$ cat src/rtl/avg_stb_gen.sv
// Measures the averaged period of sig_i, then emits a phase-locked strobe of len_i cycles at delay_i.
// Optional edge timeouts are enabled by defining AVG_STB_GEN_TIMEOUT_EN.
module avg_stb_gen #(
  parameter int CNT_WIDTH      = 32,
  parameter int AVG_LOG2       = 2,
  parameter int LEN_WIDTH      = 16,
  parameter int TIMEOUT_CYCLES = 1 << 20
) (
  input  logic                 clk_i,
  input  logic                 rst_i,
  input  logic                 sig_i,
  input  logic                 run_i,
  input  logic [CNT_WIDTH-1:0] delay_i,
  input  logic [LEN_WIDTH-1:0] len_i,
  output logic                 stb_o,
  output logic                 rdy_o,
  output logic                 err_o,
  output logic [CNT_WIDTH-1:0] period_o
);

  typedef enum logic [5:0] {
    IDLE = 6'b000001,
    ARM  = 6'b000010,
    MEAS = 6'b000100,
    CALC = 6'b001000,
    RUN  = 6'b010000,
    ERR  = 6'b100000
  } state_t;

  localparam logic [8:0] EDGE_LAST = 9'((1 << AVG_LOG2) - 1);

  if (CNT_WIDTH < 8 || CNT_WIDTH > 32 || AVG_LOG2 < 0 || AVG_LOG2 > 8 || TIMEOUT_CYCLES < 1) begin : g_param_err
    $error("avg_stb_gen: illegal parameter value");
  end

  state_t               r_state;
  logic                 r_sync1, r_sync2, r_sync3, r_edge;
  logic [1:0]           r_fill;
  logic [CNT_WIDTH-1:0] r_t_cnt, r_t_start, r_t_end, r_ph, r_delay;
  logic [LEN_WIDTH-1:0] r_len, r_lcnt;
  logic [8:0]           r_ecnt;
  logic [CNT_WIDTH-1:0] w_diff, w_period;
  logic                 w_bad, w_ph_wrap, w_hit;

  assign w_diff    = r_t_end - r_t_start;
  assign w_period  = w_diff >> AVG_LOG2;
  assign w_bad     = (w_period < CNT_WIDTH'(2)) || (delay_i >= w_period);
  assign w_ph_wrap = (r_ph == period_o - CNT_WIDTH'(1));
  assign w_hit     = (r_ph == r_delay) && (r_len != LEN_WIDTH'(0));

`ifdef AVG_STB_GEN_TIMEOUT_EN
  logic [33:0] r_to;
  logic        w_to_fire;

  assign w_to_fire = !r_edge &&
                     ((((r_state == ARM) || (r_state == MEAS)) && (r_to == 34'(TIMEOUT_CYCLES - 1))) ||
                      ((r_state == RUN) && (r_to == 34'({period_o, 1'b0}) - 34'd1)));

  // Consecutive cycles without an edge while waiting on or tracking sig_i
  always_ff @(posedge clk_i) begin
    if (rst_i || !run_i || r_edge) begin
      r_to <= 34'd0;
    end else if ((r_state == ARM) || (r_state == MEAS) || (r_state == RUN)) begin
      r_to <= r_to + 34'd1;
    end else begin
      r_to <= 34'd0;
    end
  end
`endif

  // Synchroniser and rising-edge detector; edges are masked until the chain holds real samples
  always_ff @(posedge clk_i) begin
    if (rst_i) begin
      r_sync1 <= 1'b0;
      r_sync2 <= 1'b0;
      r_sync3 <= 1'b0;
      r_edge  <= 1'b0;
      r_fill  <= 2'd0;
    end else begin
      r_sync1 <= sig_i;
      r_sync2 <= r_sync1;
      r_sync3 <= r_sync2;
      r_edge  <= (r_fill == 2'd3) && r_sync2 && !r_sync3;
      if (r_fill != 2'd3) begin
        r_fill <= r_fill + 2'd1;
      end else begin
        r_fill <= r_fill;
      end
    end
  end

  // Free-running time base
  always_ff @(posedge clk_i) begin
    if (rst_i) begin
      r_t_cnt <= CNT_WIDTH'(0);
    end else begin
      r_t_cnt <= r_t_cnt + CNT_WIDTH'(1);
    end
  end

  // Measurement / strobe state machine with registered outputs
  always_ff @(posedge clk_i) begin
    if (rst_i) begin
      r_state   <= IDLE;
      stb_o     <= 1'b0;
      rdy_o     <= 1'b0;
      err_o     <= 1'b0;
      period_o  <= CNT_WIDTH'(0);
      r_ph      <= CNT_WIDTH'(0);
      r_t_start <= CNT_WIDTH'(0);
      r_t_end   <= CNT_WIDTH'(0);
      r_delay   <= CNT_WIDTH'(0);
      r_len     <= LEN_WIDTH'(0);
      r_lcnt    <= LEN_WIDTH'(0);
      r_ecnt    <= 9'd0;
    end else if (!run_i) begin
      r_state <= IDLE;
      stb_o   <= 1'b0;
      rdy_o   <= 1'b0;
      err_o   <= 1'b0;
    end else begin
      case (r_state)
        IDLE: r_state <= ARM;
        ARM: begin
          if (r_edge) begin
            r_t_start <= r_t_cnt;
            r_ecnt    <= 9'd0;
            r_state   <= MEAS;
          end
        end
        MEAS: begin
          if (r_edge) begin
            if (r_ecnt == EDGE_LAST) begin
              r_t_end <= r_t_cnt;
              r_ph    <= CNT_WIDTH'(0);
              r_state <= CALC;
            end else begin
              r_ecnt <= r_ecnt + 9'd1;
            end
          end
        end
        CALC: begin
          period_o <= w_period;
          r_delay  <= delay_i;
          r_len    <= len_i;
          if (w_bad) begin
            r_state <= ERR;
            err_o   <= 1'b1;
          end else begin
            r_state <= RUN;
            rdy_o   <= 1'b1;
            r_ph    <= CNT_WIDTH'(1);
            // ph is 0 in this cycle, so a zero delay fires immediately
            if ((delay_i == CNT_WIDTH'(0)) && (len_i != LEN_WIDTH'(0))) begin
              stb_o  <= 1'b1;
              r_lcnt <= len_i;
            end
          end
        end
        RUN: begin
          r_ph <= w_ph_wrap ? CNT_WIDTH'(0) : r_ph + CNT_WIDTH'(1);
          if (w_hit) begin
            stb_o  <= 1'b1;
            r_lcnt <= r_len;
          end else if (stb_o) begin
            if (r_lcnt == LEN_WIDTH'(1)) begin
              stb_o <= 1'b0;
            end else begin
              r_lcnt <= r_lcnt - LEN_WIDTH'(1);
            end
          end
        end
        ERR: begin
          stb_o <= 1'b0;
          rdy_o <= 1'b0;
          err_o <= 1'b1;
        end
        default: begin
          r_state <= IDLE;
          stb_o   <= 1'b0;
          rdy_o   <= 1'b0;
          err_o   <= 1'b0;
        end
      endcase
`ifdef AVG_STB_GEN_TIMEOUT_EN
      if (w_to_fire) begin
        r_state <= ERR;
        stb_o   <= 1'b0;
        rdy_o   <= 1'b0;
        err_o   <= 1'b1;
      end
`endif
    end
  end

endmodule

$ cat config.mk
export PLATFORM = sky130hd
export DESIGN_NAME = avg_stb_gen
export DESIGN_NICKNAME = d
export VERILOG_FILES = /design/src/rtl/avg_stb_gen.sv
export SDC_FILE = /design/constraint.sdc
export NUM_CORES = 1
export LEC_CHECK = 0
export ABC_AREA = 1
export ABC_CLOCK_PERIOD_IN_PS = 5450
export CORE_MARGIN = 5
export CORE_UTILIZATION = 60
export CTS_BUF_LIST = sky130_fd_sc_hd__clkbuf_8
export DETAILED_ROUTE_END_ITERATION = 6
export PLACE_DENSITY = 0.8
export SETUP_SLACK_MARGIN = 0.3
export SLEW_MARGIN = 5
export SYNTH_ARGS = -nofsm -noshare
export SYNTH_HDL_FRONTEND = slang
export SYNTH_SLANG_ARGS = --single-unit
$ cat constraint.sdc
create_clock -name clk_i -period 5.45 [get_ports clk_i]
set_clock_uncertainty 0.05 [all_clocks]
set_input_delay 1.09 -clock clk_i [delete_from_list [all_inputs] [get_ports clk_i]]
set_output_delay 1.09 -clock clk_i [all_outputs]
set_load 0.05 [all_outputs]
# Yosys cells after proc, flatten, opt, wreduce, memory -nomap -nowiden
# Cells that the tools add are included.
[word_totals] elab_cells=108 rom_bits=0 ramBits=0 register_bits=246 latch_bits=0 out_inout_bits=35 in_bits=52 memories=0
[op_classes] n_bitwise=4 magnitude_cmp=2 mul=0 n_shift=0 n_mux=30 n_reduce_logical=26 n_eq_ne=21 addsub=7 div_mod_pow=0
[op_table] cell="$mux W32" count=4
[op_table] cell="$pmux W32 S3" count=1
[op_table] cell="$mux W16" count=5
[op_table] cell="$add A32 B1 Y32 const B" count=2
[op_table] cell="$eq A32 B32 Y1" count=2
[op_table] cell="$ge A32 B30 Y1" count=1
[op_table] cell="$logic_not A32 Y1" count=1
[op_table] cell="$pmux W16 S2" count=1
[op_table] cell="$reduce_bool A16 Y1" count=2
[op_table] cell="$sub A32 B32 Y32" count=1
[op_table] cell="$sub A30 B1 Y31 const B" count=1
[op_table] cell="$lt A30 B2 Y1 const B" count=1
[op_table] cell="$pmux W6 S5" count=1
[op_table] cell="$mux W9" count=3
[op_table] cell="$mux W6" count=4
[op_table] cell="$pmux W9 S2" count=1
[op_table] cell="$eq A16 B1 Y1 const B" count=1
[op_table] cell="$ne A2 B2 Y1 const B" count=8
[op_table] cell="$sub A16 B1 Y16 const B" count=1
[op_table] cell="$reduce_and A5 Y1" count=2
[op_table] cell="$add A9 B1 Y9 const B" count=1
[op_table] cell="$eq A9 B2 Y1 const B" count=1
[op_table] cell="$reduce_and A4 Y1" count=2
[op_table] cell="$mux W1" count=7
[op_table] cell="other kinds (23)" count=36

# Logic depth before layout (Yosys ltp)
[logic_depth] depth_word=5 mapped_depth=33 ltp_nobuf=32

# Least setup slack after synthesis
# No wires, ideal clock.
[synth_timing] path_kind="register -> register" from="register r_t_start[4]" to="register stb_o" period_less_slack_ps=3211 path_buffers=2 required_time_ps=5330 setup_ps=70 path_stages_with_launch=30 setup_slack_ps=2239 arrival_ps=3091 path_cell_list="dfxtp_1 -> inv_1 -> ha_1 -> a21oi_1 -> nor2_1 -> nor2_1 -> nand2_1 -> nand2_1 -> nand2_1 -> xnor2_1 -> ha_1 -> a21oi_1 -> nor3_1 -> nor3_1 -> nand2_1 -> nand2_1 -> nand2_1 -> nand2_1 -> nand3_1 -> nand2_1 -> nand2_1 -> nand2_1 -> nand2_1 -> nand2_2 -> nand3_2 -> nand2_4 -> buf_6 -> buf_6 -> nand2_1 -> a21oi_1"
[synth_between] elab_chain_cells=5 word_cells_on_any_way=6 cone_classes="1 x add/sub; 2 x order compare; 1 x eq/ne; 2 x reduce/logical"
[synth_lines] item="start, declared" line="39" source="logic [CNT_WIDTH-1:0] r_t_cnt, r_t_start, r_t_end, r_ph, r_delay;"
[synth_lines] item="start signal, assigned" line="126" source="r_t_start <= r_t_cnt;"
[synth_lines] item="$sub A32 B32 Y32 (*)" line="45" source="assign w_diff = r_t_end - r_t_start;"
[synth_lines] item="$ge A32 B30 Y1 or $lt A30 B2 Y1 (tied branches)" line="47" source="assign w_bad = (w_period < CNT_WIDTH'(2)) || (delay_i >= w_period);"
[synth_lines] item="$logic_or A1 B1 Y1 (*)" line="47"
[synth_lines] item="$ne A2 B2 Y1 (no source line) (*)"
[synth_lines] item="$reduce_and A3 Y1 (no source line) (*)"
[synth_lines] item="end signal, assigned" line="105" source="stb_o <= 1'b0;"
[synth_lines] item="end signal, assigned" line="118" source="stb_o <= 1'b0;"
[synth_lines] item="end signal, assigned" line="155" source="stb_o <= 1'b1;"
[synth_lines] item="end, declared" line="15" source="output logic stb_o,"
# Every way passes the cells marked *; elsewhere a longest branch is shown, timed or not.
# A chain may end at the register's enable or synchronous reset.

# Worst setup path after layout
[layout_timing] from="register r_t_start[4]" to="register r_lcnt[12]"
[layout_between] elab_chain_cells=5 word_cells_on_any_way=6 cone_classes="1 x add/sub; 2 x order compare; 1 x eq/ne; 2 x reduce/logical"
[layout_lines] item="$sub A32 B32 Y32 (*)" line="45"
[layout_lines] item="$ge A32 B30 Y1 or $lt A30 B2 Y1 (tied branches)" line="47"
[layout_lines] item="$logic_or A1 B1 Y1 (*)" line="47"
[layout_lines] item="$ne A2 B2 Y1 (no source line) (*)"
[layout_lines] item="$reduce_and A6 Y1 (no source line) (*)"
[layout_lines] item="end signal, assigned" line="156" source="r_lcnt <= len_i;"
[layout_lines] item="end signal, assigned" line="164" source="r_lcnt <= r_len;"
[layout_lines] item="end signal, assigned" line="169" source="r_lcnt <= r_lcnt - LEN_WIDTH'(1);"
[layout_lines] item="end, declared" line="40" source="logic [LEN_WIDTH-1:0] r_len, r_lcnt;"
# Marks and branches as above.

==> qor.yml <==
sta:
  timing.hold.ws_ns: 0.343
  layout_setup_ws_ns: 0.977
  maxSlewViolCount: 0
  rsz0062_at_grt: "false"
  worstMarginPinSlew_ns: 1.19
  post-route-period-util_pct: 82.1
  fin_setup_tns_ns: 0
  final-hold-violation-count: 0
  max_slew_margin_pct: 20.8
  setup_viol: 0
  min_period_ns: 4.47
  fmax_mhz: 224
pwr:
  peakVddDrop_mv: 0.308
  p_clk_share_pct: 48.3
  p_int_mw: 2.98
  p_per_area_mw_per_mm2: 218
  swShare_pct: 22.8
  comb_power_share_pct: 4.7
  p_leak_nw: 8.17
  p_seq_share_pct: 47.0
  p_sw_uw: 882
setup_path:
  crit_path_max_incr_delay_ns: 0.44
  endpoint_kind: "register"
  required_ns: 5.83
  crit_slowest_cell: "nand2_4"
  cp-start-kind: "register"
  crit_arrival_ns: 4.85
  crit_path_frequent_cell: "nand2_1"
  critPathMaxFanout: 45
  path_class: "reg -> reg"
place:
  post-place-ws_ns: 0.810
  place_congestion: 0.935
  portBuffers: 84
  dp.cells: 2729
  detailed_place_hpwl_um: 33000
  dpl-instance-area_mm2: 0.0167
synthesis:
  synth_cells: 2396
  synth_area_leader_cell: "dfxtp_1"
  synth_area_mm2: 0.0158
  synth_top_area_share_pct: 31.2
  synth-main-ff-cell: "dfxtp_1"
  yosysMostFrequentCell: "nand2_1"
  synth_edf_count: 0
  synth.distinct_cells: 49
  yosysWarnings: 0
  ys_seq_elements: 246
  synthArstFlopShare_pct: 0
  synth.top_cells.by_area: "dfxtp_1 (31%), nand2_1 (10%), inv_1 (8.0%)"
  ys_seq_area_share_pct: 31.2
  synthTopCellsByCount: "nand2_1 (426), inv_1 (338), nor2_1 (308), dfxtp_1 (246), a21oi_1 (198)"
  syn_area_per_cell_um2: 6.58
routing:
  ant_nets: 0
  dr_total_vias: 15617
  routed_wirelength_um: 44300
  routed_via_density: 5.56
  drcViolationCount: 0
  drt_first_pass_iters: 7
  wire_per_inst_um: 15.8
  drt_iter0_markers: 1360
floorplan:
  die_w_um: 172
  coreArea_mm2: 0.0260
  rows: 59
  dieArea_mm2: 0.0296
  ios: 87
  die_h_um: 172
  initial_utilization_pct: 60.7
job:
  max_cap_viol_count: 0
clock_tree:
  cts_resized: 0
  cts-buffers-inserted: 44
  cts.sinks: 246
  htreeDepth: 2
  cts.clk_slew.worst_paths_ns: 0.06
  cts_tree: "done"
  clk_root_buffer_cell: "clkbuf_8"
  postCtsHoldBufs: 0
  cts.path.max_buffers: 3
  postCtsSetupRepairBufs: 0
  clock_latency_ns: 0.55
finish:
  syn2layout_area_growth_pct: 12.1
  design_area_mm2: 0.0177
  fillCellCount: 2370
  final_cells: 2809
  fin_nets: 2558
  drive_above_1_share_pct: 6.27
grt:
  first_global_vias: 14646
  grt_pass1_wl_um: 71300
  grt_max_degree: 95
  grt_use_total_pct: 29.4
  antenna_found_initial: 2
  grt_overflow: 0
hold_path:
  hold_class: "reg -> reg"
status:
  status: "finished clean"
==> power groups by stage <==
stage	Combinational [mW]	Clock (mW)	Sequential, mW
3_5_place_dp	0.181	0	1.85
4_1_cts	0.182	1.90	1.81
6_report	0.183	1.86	1.81
2_1_floorplan	0.0986	0	1.85
5_1_grt	0.201	1.98	1.81
3_3_place_gp	0.177	0	1.85
==> worst max-delay path, delay by kind of cell, from the launching register on <==
| kind | cells | cell delay [ns] |
|---|---|---|
| AO/OA/AOI/OAI | 2 | 0.41 |
| XOR/XNOR | 1 | 0.34 |
| adder cells (fa/ha/maj) | 2 | 0.66 |
| buffers and inverters | 1 | 0.05 |
| flip-flops | 1 | 0.33 |
| AND/OR/NAND/NOR | 22 | 2.50 |
==> cells in the final DEF, fill, tap and decap left out, types with 3 or more instances in the layout <==
master             n
nor4_2             3
nand3_1          128
xor2_1            70
o211ai_1          19
nand4_1           39
clkbuf_8          55
nor4_1            40
o21bai_1           8
nand3_2            6
and2_1             7
a211oi_1           3
buf_4             10
a21oi_1          198
ha_1              66
and3_1             3
nor2_2             7
o21ai_1            3
inv_2              7
nor2_1           305
a21oi_2           29
nand3b_1           7
nor3_2             7
inv_1            350
clkdlybuf4s50_1   84
nor3b_1            8
clkinv_2           6
a31oi_1            3
xnor2_1           52
bufinv_16          4
nand2_1          425
nor3_1            57
nor2_4             3
o21ai_0          183
or2_2              5
nand2_2            6
dfxtp_1          246
==> cell type report <==
cell class              instances  area (µm²)  share of cell area, %
clock buffers                  55         757                   4.28
diodes                          2        5.00                 0.0283
inverters                     346        1300                   7.36
clock inverters                23         199                   1.13
multi-input cells            1707        9140                   51.7
well taps                     335         419                   2.37
flip-flops and latches        246        4920                   27.8
repair buffers                 95         936                   5.29
==> cells by family (layout without fill, tap and decap cells) <==
| kind of cell | after synthesis | after routing | share of synthesized area, % |
|---|---|---|---|
| buffers and inverters | 444 | 519 | 11.1 |
| flip-flops | 246 | 246 | 31.2 |
| XOR/XNOR | 125 | 125 | 7.12 |
| AND/OR/NAND/NOR | 1061 | 1061 | 29.7 |
| AO/OA/AOI/OAI | 453 | 453 | 15.7 |
| other | 1 | 4 | 0.0238 |
| adder cells (fa/ha/maj) | 66 | 66 | 5.23 |
==> metal layers <==
metal | up-vias | track usage, % | routed length (µm)
met4 | 0 | 14.1 | 2220
met1 | 7040 | 38.1 | 18600
met2 | 559 | 48.2 | 20400
met5 | - | 0 | 0
met3 | 133 | 4.30 | 3130
li1 | 7885 | - | -
==> sequential cells by signal, indices dropped and copies added (netlist names) <==
signal	cells
rdy_o	1
r_state	6
r_fill	2
r_ecnt	9
stb_o	1
r_delay	32
r_ph	32
err_o	1
r_t_start	32
period_o	30
r_edge	1
r_lcnt	16
r_len	16
r_t_cnt	32
r_sync3	1
r_t_end	32
r_sync1	1
r_sync2	1
==> path summary, 6_finish.rpt <==
kind	startpoint	endpoint	slack, ns	depth (start not counted)
hold reg to reg	r_sync3	r_edge	0.34	1
setup / recovery	r_t_start[4]	r_lcnt[12]	0.98	28
setup reg to reg	r_t_start[4]	r_lcnt[12]	0.98	28
hold / removal	r_sync3	r_edge	0.34	1
==> per-stage QoR <==
step	utilization [%]	total power, mW
final	68.1	3.86
after global routing	68.1	4.00
after CTS	68.0	3.90
after detailed placement	64.3	2.03
after global placement	64.3	2.03
after floorplan	-	1.95
Note: power is estimated with default switching activity, not from simulation.
